$ cat src/rtl/ram_stream_reader.sv
// Streams the character buffer RAM out over a valid/ready byte link, row-major.
// Build option: define DUMP_CRLF_EN to terminate every row with CR LF.
module ram_stream_reader #(
    parameter int ROW_W = 5,
    parameter int COL_W = 2
) (
    input  logic             clk,
    input  logic             reset_n,
    input  logic             start,
    output logic             busy,
    output logic             done,
    output logic [ROW_W-1:0] r_row,
    output logic [COL_W-1:0] r_col,
    input  logic [7:0]       rdata,
    output logic [7:0]       tx_data,
    output logic             tx_valid,
    input  logic             tx_ready
);

    typedef enum logic [2:0] {
        S_IDLE,
        S_ADDR,
        S_WAIT,
        S_SEND,
        S_CR,
        S_LF,
        S_DONE
    } state_t;

    localparam logic [ROW_W-1:0] ROW_MAX = '1;
    localparam logic [COL_W-1:0] COL_MAX = '1;

    state_t state;
    logic   row_last;
    logic   col_last;
    logic   hs;

    assign row_last = (r_row == ROW_MAX);
    assign col_last = (r_col == COL_MAX);
    assign hs       = tx_valid & tx_ready;

    always_ff @(posedge clk or negedge reset_n) begin
        if (!reset_n) begin
            state    <= S_IDLE;
            busy     <= 1'b0;
            done     <= 1'b0;
            r_row    <= '0;
            r_col    <= '0;
            tx_data  <= 8'h00;
            tx_valid <= 1'b0;
        end else begin
            done <= 1'b0;
            case (state)
                S_IDLE: begin
                    if (start) begin
                        r_row <= '0;
                        r_col <= '0;
                        busy  <= 1'b1;
                        state <= S_ADDR;
                    end
                end
                S_ADDR: begin
                    state <= S_WAIT;
                end
                S_WAIT: begin
                    // Empty cells are shown as spaces on the terminal
                    tx_data  <= (rdata == 8'h00) ? 8'h20 : rdata;
                    tx_valid <= 1'b1;
                    state    <= S_SEND;
                end
                S_SEND: begin
                    if (hs) begin
                        if (!col_last) begin
                            r_col    <= r_col + 1'b1;
                            tx_valid <= 1'b0;
                            state    <= S_ADDR;
                        end else begin
`ifdef DUMP_CRLF_EN
                            tx_data <= 8'h0D;
                            state   <= S_CR;
`else
                            tx_valid <= 1'b0;
                            if (!row_last) begin
                                r_row <= r_row + 1'b1;
                                r_col <= '0;
                                state <= S_ADDR;
                            end else begin
                                tx_data <= 8'h00;
                                r_row   <= '0;
                                r_col   <= '0;
                                done    <= 1'b1;
                                state   <= S_DONE;
                            end
`endif
                        end
                    end
                end
                S_CR: begin
                    if (hs) begin
                        tx_data <= 8'h0A;
                        state   <= S_LF;
                    end
                end
                S_LF: begin
                    if (hs) begin
                        tx_valid <= 1'b0;
                        if (!row_last) begin
                            r_row <= r_row + 1'b1;
                            r_col <= '0;
                            state <= S_ADDR;
                        end else begin
                            tx_data <= 8'h00;
                            r_row   <= '0;
                            r_col   <= '0;
                            done    <= 1'b1;
                            state   <= S_DONE;
                        end
                    end
                end
                S_DONE: begin
                    busy  <= 1'b0;
                    state <= S_IDLE;
                end
                default: begin
                    busy     <= 1'b0;
                    tx_valid <= 1'b0;
                    state    <= S_IDLE;
                end
            endcase
        end
    end

endmodule

$ cat config.mk
export PLATFORM = sky130hd
export DESIGN_NAME = ram_stream_reader
export DESIGN_NICKNAME = d
export VERILOG_FILES = /design/src/rtl/ram_stream_reader.sv
export SDC_FILE = /design/constraint.sdc
export NUM_CORES = 1
export LEC_CHECK = 0
export ABC_AREA = 1
export CAP_MARGIN = 30
export CORE_MARGIN = 2
export CORE_UTILIZATION = 45
export DETAILED_ROUTE_END_ITERATION = 12
export GPL_TIMING_DRIVEN = 1
export PLACE_DENSITY = 0.71
export SLEW_MARGIN = 20
export SYNTH_ARGS = -nofsm -noshare
export SYNTH_HDL_FRONTEND = slang
export SYNTH_SLANG_ARGS = --single-unit
$ cat constraint.sdc
create_clock -name clk -period 2 [get_ports clk]
set_clock_uncertainty 0.05 [all_clocks]
set_input_delay 0.4 -clock clk [delete_from_list [all_inputs] [get_ports clk]]
set_output_delay 0.4 -clock clk [all_outputs]
set_load 0.05 [all_outputs]
# Word level (Yosys, flattened, before mapping)
# Index checks and enable logic that the tools add are counted.
op_classes:
  eq_ne: 14
  mul: 0
  n_lt_le_gt_ge: 0
  n_mux: 34
  shifts: 0
  n_addsub: 2
  n_bitwise: 3
  div_mod_pow: 0
  reduce_logical: 13
ops:
  columns: ["op", "n"]
  rows:
  - ["$mux 8", 6]
  - ["$pmux 8 s4", 1]
  - ["$mux 5", 5]
  - ["$mux 3", 6]
  - ["$pmux 3 s6", 1]
  - ["$pmux 5 s3", 1]
  - ["$ne 2x2->1 const B", 5]
  - ["$reduce_and 5->1", 2]
  - ["$eq 3x3->1 const B", 3]
  - ["$logic_not 8->1", 1]
  - ["$mux 2", 4]
  - ["$reduce_and 4->1", 2]
  - ["$eq 3x2->1 const B", 2]
  - ["$mux 1", 6]
  - ["$pmux 2 s3", 1]
  - ["$add 5x1->5 const B", 1]
  - ["$eq 5x5->1 const B", 1]
  - ["$reduce_or 5->1", 1]
  - ["$pmux 1 s2", 2]
  - ["$reduce_and 2->1", 2]
  - ["$reduce_bool 4->1", 1]
  - ["$reduce_or 4->1", 1]
  - ["$eq 3x1->1 const B", 1]
  - ["$logic_not 3->1", 1]
  - ["8 further kinds", 9]
word_totals:
  rom_bits: 0
  n_memories: 0
  latch_bits: 0
  ram_bits: 0
  reg_bits: 21
  elab_cells: 73
  input_bits: 12
  output_inout_bits: 18

# Logic depth before layout (Yosys ltp)
# Gate-level depths: netlist of run 1.
depth:
  word_depth: 5
  ltp_mapped: 10
  depth_no_buf: 10

# Worst setup path after synthesis of run 1
# No wires, ideal clock.
synth_timing:
  kind: "register -> register"
  from: "register r_row[0]"
  to: "register tx_data[5]"
  path_stages_with_launch: 10
  setup_ns: 0.118
  setup_slack_ns: 0.033
  synth_period_minus_slack_ns: 1.967
  n_path_buf: 0
  arrival_ns: 1.799
  t_required_ns: 1.832
  path_cell_list: "dfrtp_1 ha_1 nand2_1 nor2_1 ha_1 inv_1 a21oi_4 nand2_4 nand2_1 nand2_1"
synth_between:
  elab_chain_len: 5
  word_cells_on_any_way: 6
  cone_classes: "eq/ne (1); mux (5)"
synth_rtl:
  columns: ["item", "line_no", "source"]
  rows:
  - ["from (decl)", "12", "output logic [ROW_W-1:0] r_row,"]
  - ["from (signal assigned)", "84", "r_row <= r_row + 1'b1;"]
  - ["from (signal assigned)", "108", "r_row <= r_row + 1'b1;"]
  - ["$eq 5x5->1 *", "38", "assign row_last = (r_row == ROW_MAX);"]
  - ["$mux 8 *", null, null]
  - ["$mux 8 (2 in series)", null, null]
  - ["$pmux 8 s4 *", null, null]
  - ["to (signal assigned)", "67", "tx_data <= (rdata == 8'h00) ? 8'h20 : rdata;"]
  - ["to (decl)", "15", "output logic [7:0] tx_data,"]
# Mark *: on every way between the ends. The rest lies on a longest branch, timed or not. The select of a mux whose other input is x is not followed.
# A chain may end at the register's enable or synchronous reset.

# Worst setup path in the final report of run 1
layout_timing:
  from: "register tx_data[1]"
  to: "output tx_data[1]"
# No word-level cell between the ends.

==> flow_summary.toml, run 1 <==
[global_routing]
grt_pass1_vias = 1154
grt-ovfl-total = 0
antenna_found_initial = 0
grt_pass1_wl_um = 5120
grt_start_max_net_pins = 22
track_usage_pct = 19.6

[timing]
period_share_pct = 97.4
period_minus_slack_ns = 1.95
worst_pin_slew_ns = 0.505
finalMaxSlewViolations = 0
rsz0062_at_grt = "no"
tns_ns = 0
hold_violations = 0
max-slew-margin-rel_pct = 66.2
timing.fmax_mhz = 514
setup_violations = 0

[critical_path]
critPathLaunch = "tx_data[1]$_DFFE_PN0P_"
cp.arrival_ns = 1.50
startpoint_type = "flip-flop"
crit_buf_inv = 1
critical_path_class = "reg -> out"
worstPathCellList = "clkdlybuf4s50_1"
r2r-start = "r_row[1]$_DFFE_PN0P_"
cpMaxStageDelayCell = "clkdlybuf4s50_1"
cp_top_family = "buffers and inverters"
cp-end-kind = "output port"
cp.required_ns = 1.55
slowest_delay_ns = 0.81
cp_max_fo = 2

[floorplan]
fp.dieH_um = 58.0
die_w_um = 58.0
die_area_um2 = 3360
initial_utilization_pct = 47.6
num_io_pins = 30
num_rows = 19
core_area_um2 = 2760

[drt]
wire_per_inst_um = 11.9
drt_first_pass_iters = 5
drt-initial-drc-count = 47
drtAntennaViolNets = 0
drc = 0
viasPerCell = 5.19
vias = 1293
wirelength_um = 2960

[final_layout]
diodes = 0
drive_gt1_share_pct = 11.5
fillers = 277
finish.utilization_pct = 59.9
area.growth.synth_to_final_pct = 25.8
nNetsFinal = 236

[synthesis]
synth_top_family_by_area = "simple AND/OR/NAND/NOR gates"
synth_xor_xnor_area_share_pct = 0.667
syn_area_um2 = 1310
synthArstFlopShare_pct = 100
synth_most_common_cell = "nand2_1"
yosys.area_share.adder_pct = 4.77
yosys.area_share.simple_pct = 43.6
avgSynthCellArea_um2 = 7.09
synth-edff-count = 0
ys_types = 19
yosysTopAreaCell = "dfrtp_1"
yosys-top-cells-count = "nand2_1 (66), nand3_1 (27), nor2_1 (23)"
synth_top_area_share_pct = 40.0
ys_ff_latch = 21
ys_top_cells_by_area = "dfrtp_1 (40%), nand2_1 (19%), nand3_1 (10%)"
synthFlopType = "dfrtp_1"
synth_compound_area_share_pct = 4.10
muxShareOfSynthArea_pct = 0
netlist_instances = 185
ys_seq_area_share_pct = 40.0
synth_nets = 202
ys_warn_count = 0

[clock_tree]
cts_setup_buffers = 0
clkSlewWorstSetupHoldPaths_ns = 0.13
cts_tree = "done"
hold_buffers = 0
numCtsBuffers = 3
clock_path_buffers = 2
ctsHtreeMaxLevel = 1
cts_num_sinks = 21
cts_root_buf = "clkbuf_4"
cts_resized = 0
clkLatencyLatePin_ns = 0.32

[place]
hpwl_um = 2290
gp_congestion = 0.976
io_buffers = 29

[flow_run]
cap_violations = 0

[outcome]
outcome = "completed"

[worst_hold_path]
hold_path.class = "in -> async"

[power_and_ir_drop]
p_leak_nw = 0.903
power_density_nw_per_um2 = 1460
irDropWorstVdd_v = 0.00107
==> path summary, 6_finish.rpt <==
path / end / slack [ns] / cells after the start
worst max-delay path: tx_data[1] / 0.05 / 1
worst min-delay path: tx_data[1]$_DFFE_PN0P_ / 0.36 / 2
worst min register to register: tx_data[0]$_DFFE_PN0P_ / 0.44 / 2
max in group asynchronous: r_row[0]$_DFFE_PN0P_ / 1.31 / 2
worst max register to register: tx_data[5]$_DFFE_PN0P_ / 0.23 / 9
min in group clk: tx_data[0]$_DFFE_PN0P_ / 0.44 / 2
==> per-layer routing <==
metal  wire [µm]  part of all wire, %  GRT usage [%]
met2        1410                   48           32.1
met1        1350                   46           26.8
met5           0                    0              0
met4          46                  1.6           6.98
met3         151                  5.1           2.23
==> layout make-up <==
class | instances | area, µm² | share of cell area (%)
tap | 31 | 38.8 | 2.35
timing repair buffer | 30 | 283 | 17.1
multi-input combinational | 142 | 697 | 42.2
clock inverter | 1 | 5.00 | 0.303
inverter | 21 | 78.8 | 4.77
sequential | 21 | 527 | 31.9
clock buffer | 3 | 22.5 | 1.36
==> state kept, by name, summed over array words and instances (netlist names) <==
register and count:
state 3, tx_valid 1, done 1, busy 1
r_col 2, r_row 5, tx_data 8
==> power breakdown <==
part	internal, mW	leakage [nW]	switching (mW)
registers	0.563	0.268	0.120
clock network	0.0749	0.0177	0.142
logic	0.462	0.616	1.04
==> per-stage QoR <==
stage          cell area [µm²]  hold WS (ns)  instances  total power [mW]  setup slack, ns
3_5_place_dp              1620         0.416        245              2.20           0.0893
6_report                  1650         0.357        249              2.40           0.0529
2_1_floorplan             1310        0.0544        185              1.77           0.0331
4_1_cts                   1650         0.362        249              2.42           0.0173
5_1_grt                   1650         0.387        249              2.59          0.00635
3_3_place_gp              1620         0.410        245              2.18            0.167
==> layout by cell type (no fill, tap or decap) <==
cell / instances
dfrtp_2: 1
a21oi_4: 1
a21oi_1: 1
nand2_2: 3
nor2_1: 23
inv_1: 20
clkinv_2: 1
nand4_1: 2
a211oi_1: 1
nor2_4: 2
o21ai_0: 5
nand2_4: 2
xnor2_1: 1
dfrtp_1: 20
clkbuf_4: 3
clkdlybuf4s50_1: 21
dlymetal6s2s_1: 1
inv_2: 1
nand2_1: 66
nor2_2: 1
nand3_1: 27
buf_4: 8
nand3_2: 2
ha_1: 5
==> logic make-up (layout without fill, tap and decap cells) <==
family | after synthesis | count (layout)
flip-flops | 21 | 21
AND/OR/NAND/NOR | 128 | 128
AO/OA/AOI/OAI | 8 | 8
adder cells (fa/ha/maj) | 5 | 5
buffers and inverters | 22 | 55
XOR/XNOR | 1 | 1
(Power assumes the default switching activity.)
==> run 2, diff against run 1 <==
Settings changed: CTS_CLUSTER_DIAMETER from default to 30.
==> results of run 2 <==
The final DEF is identical to that of run 1; final timing and power are the same.
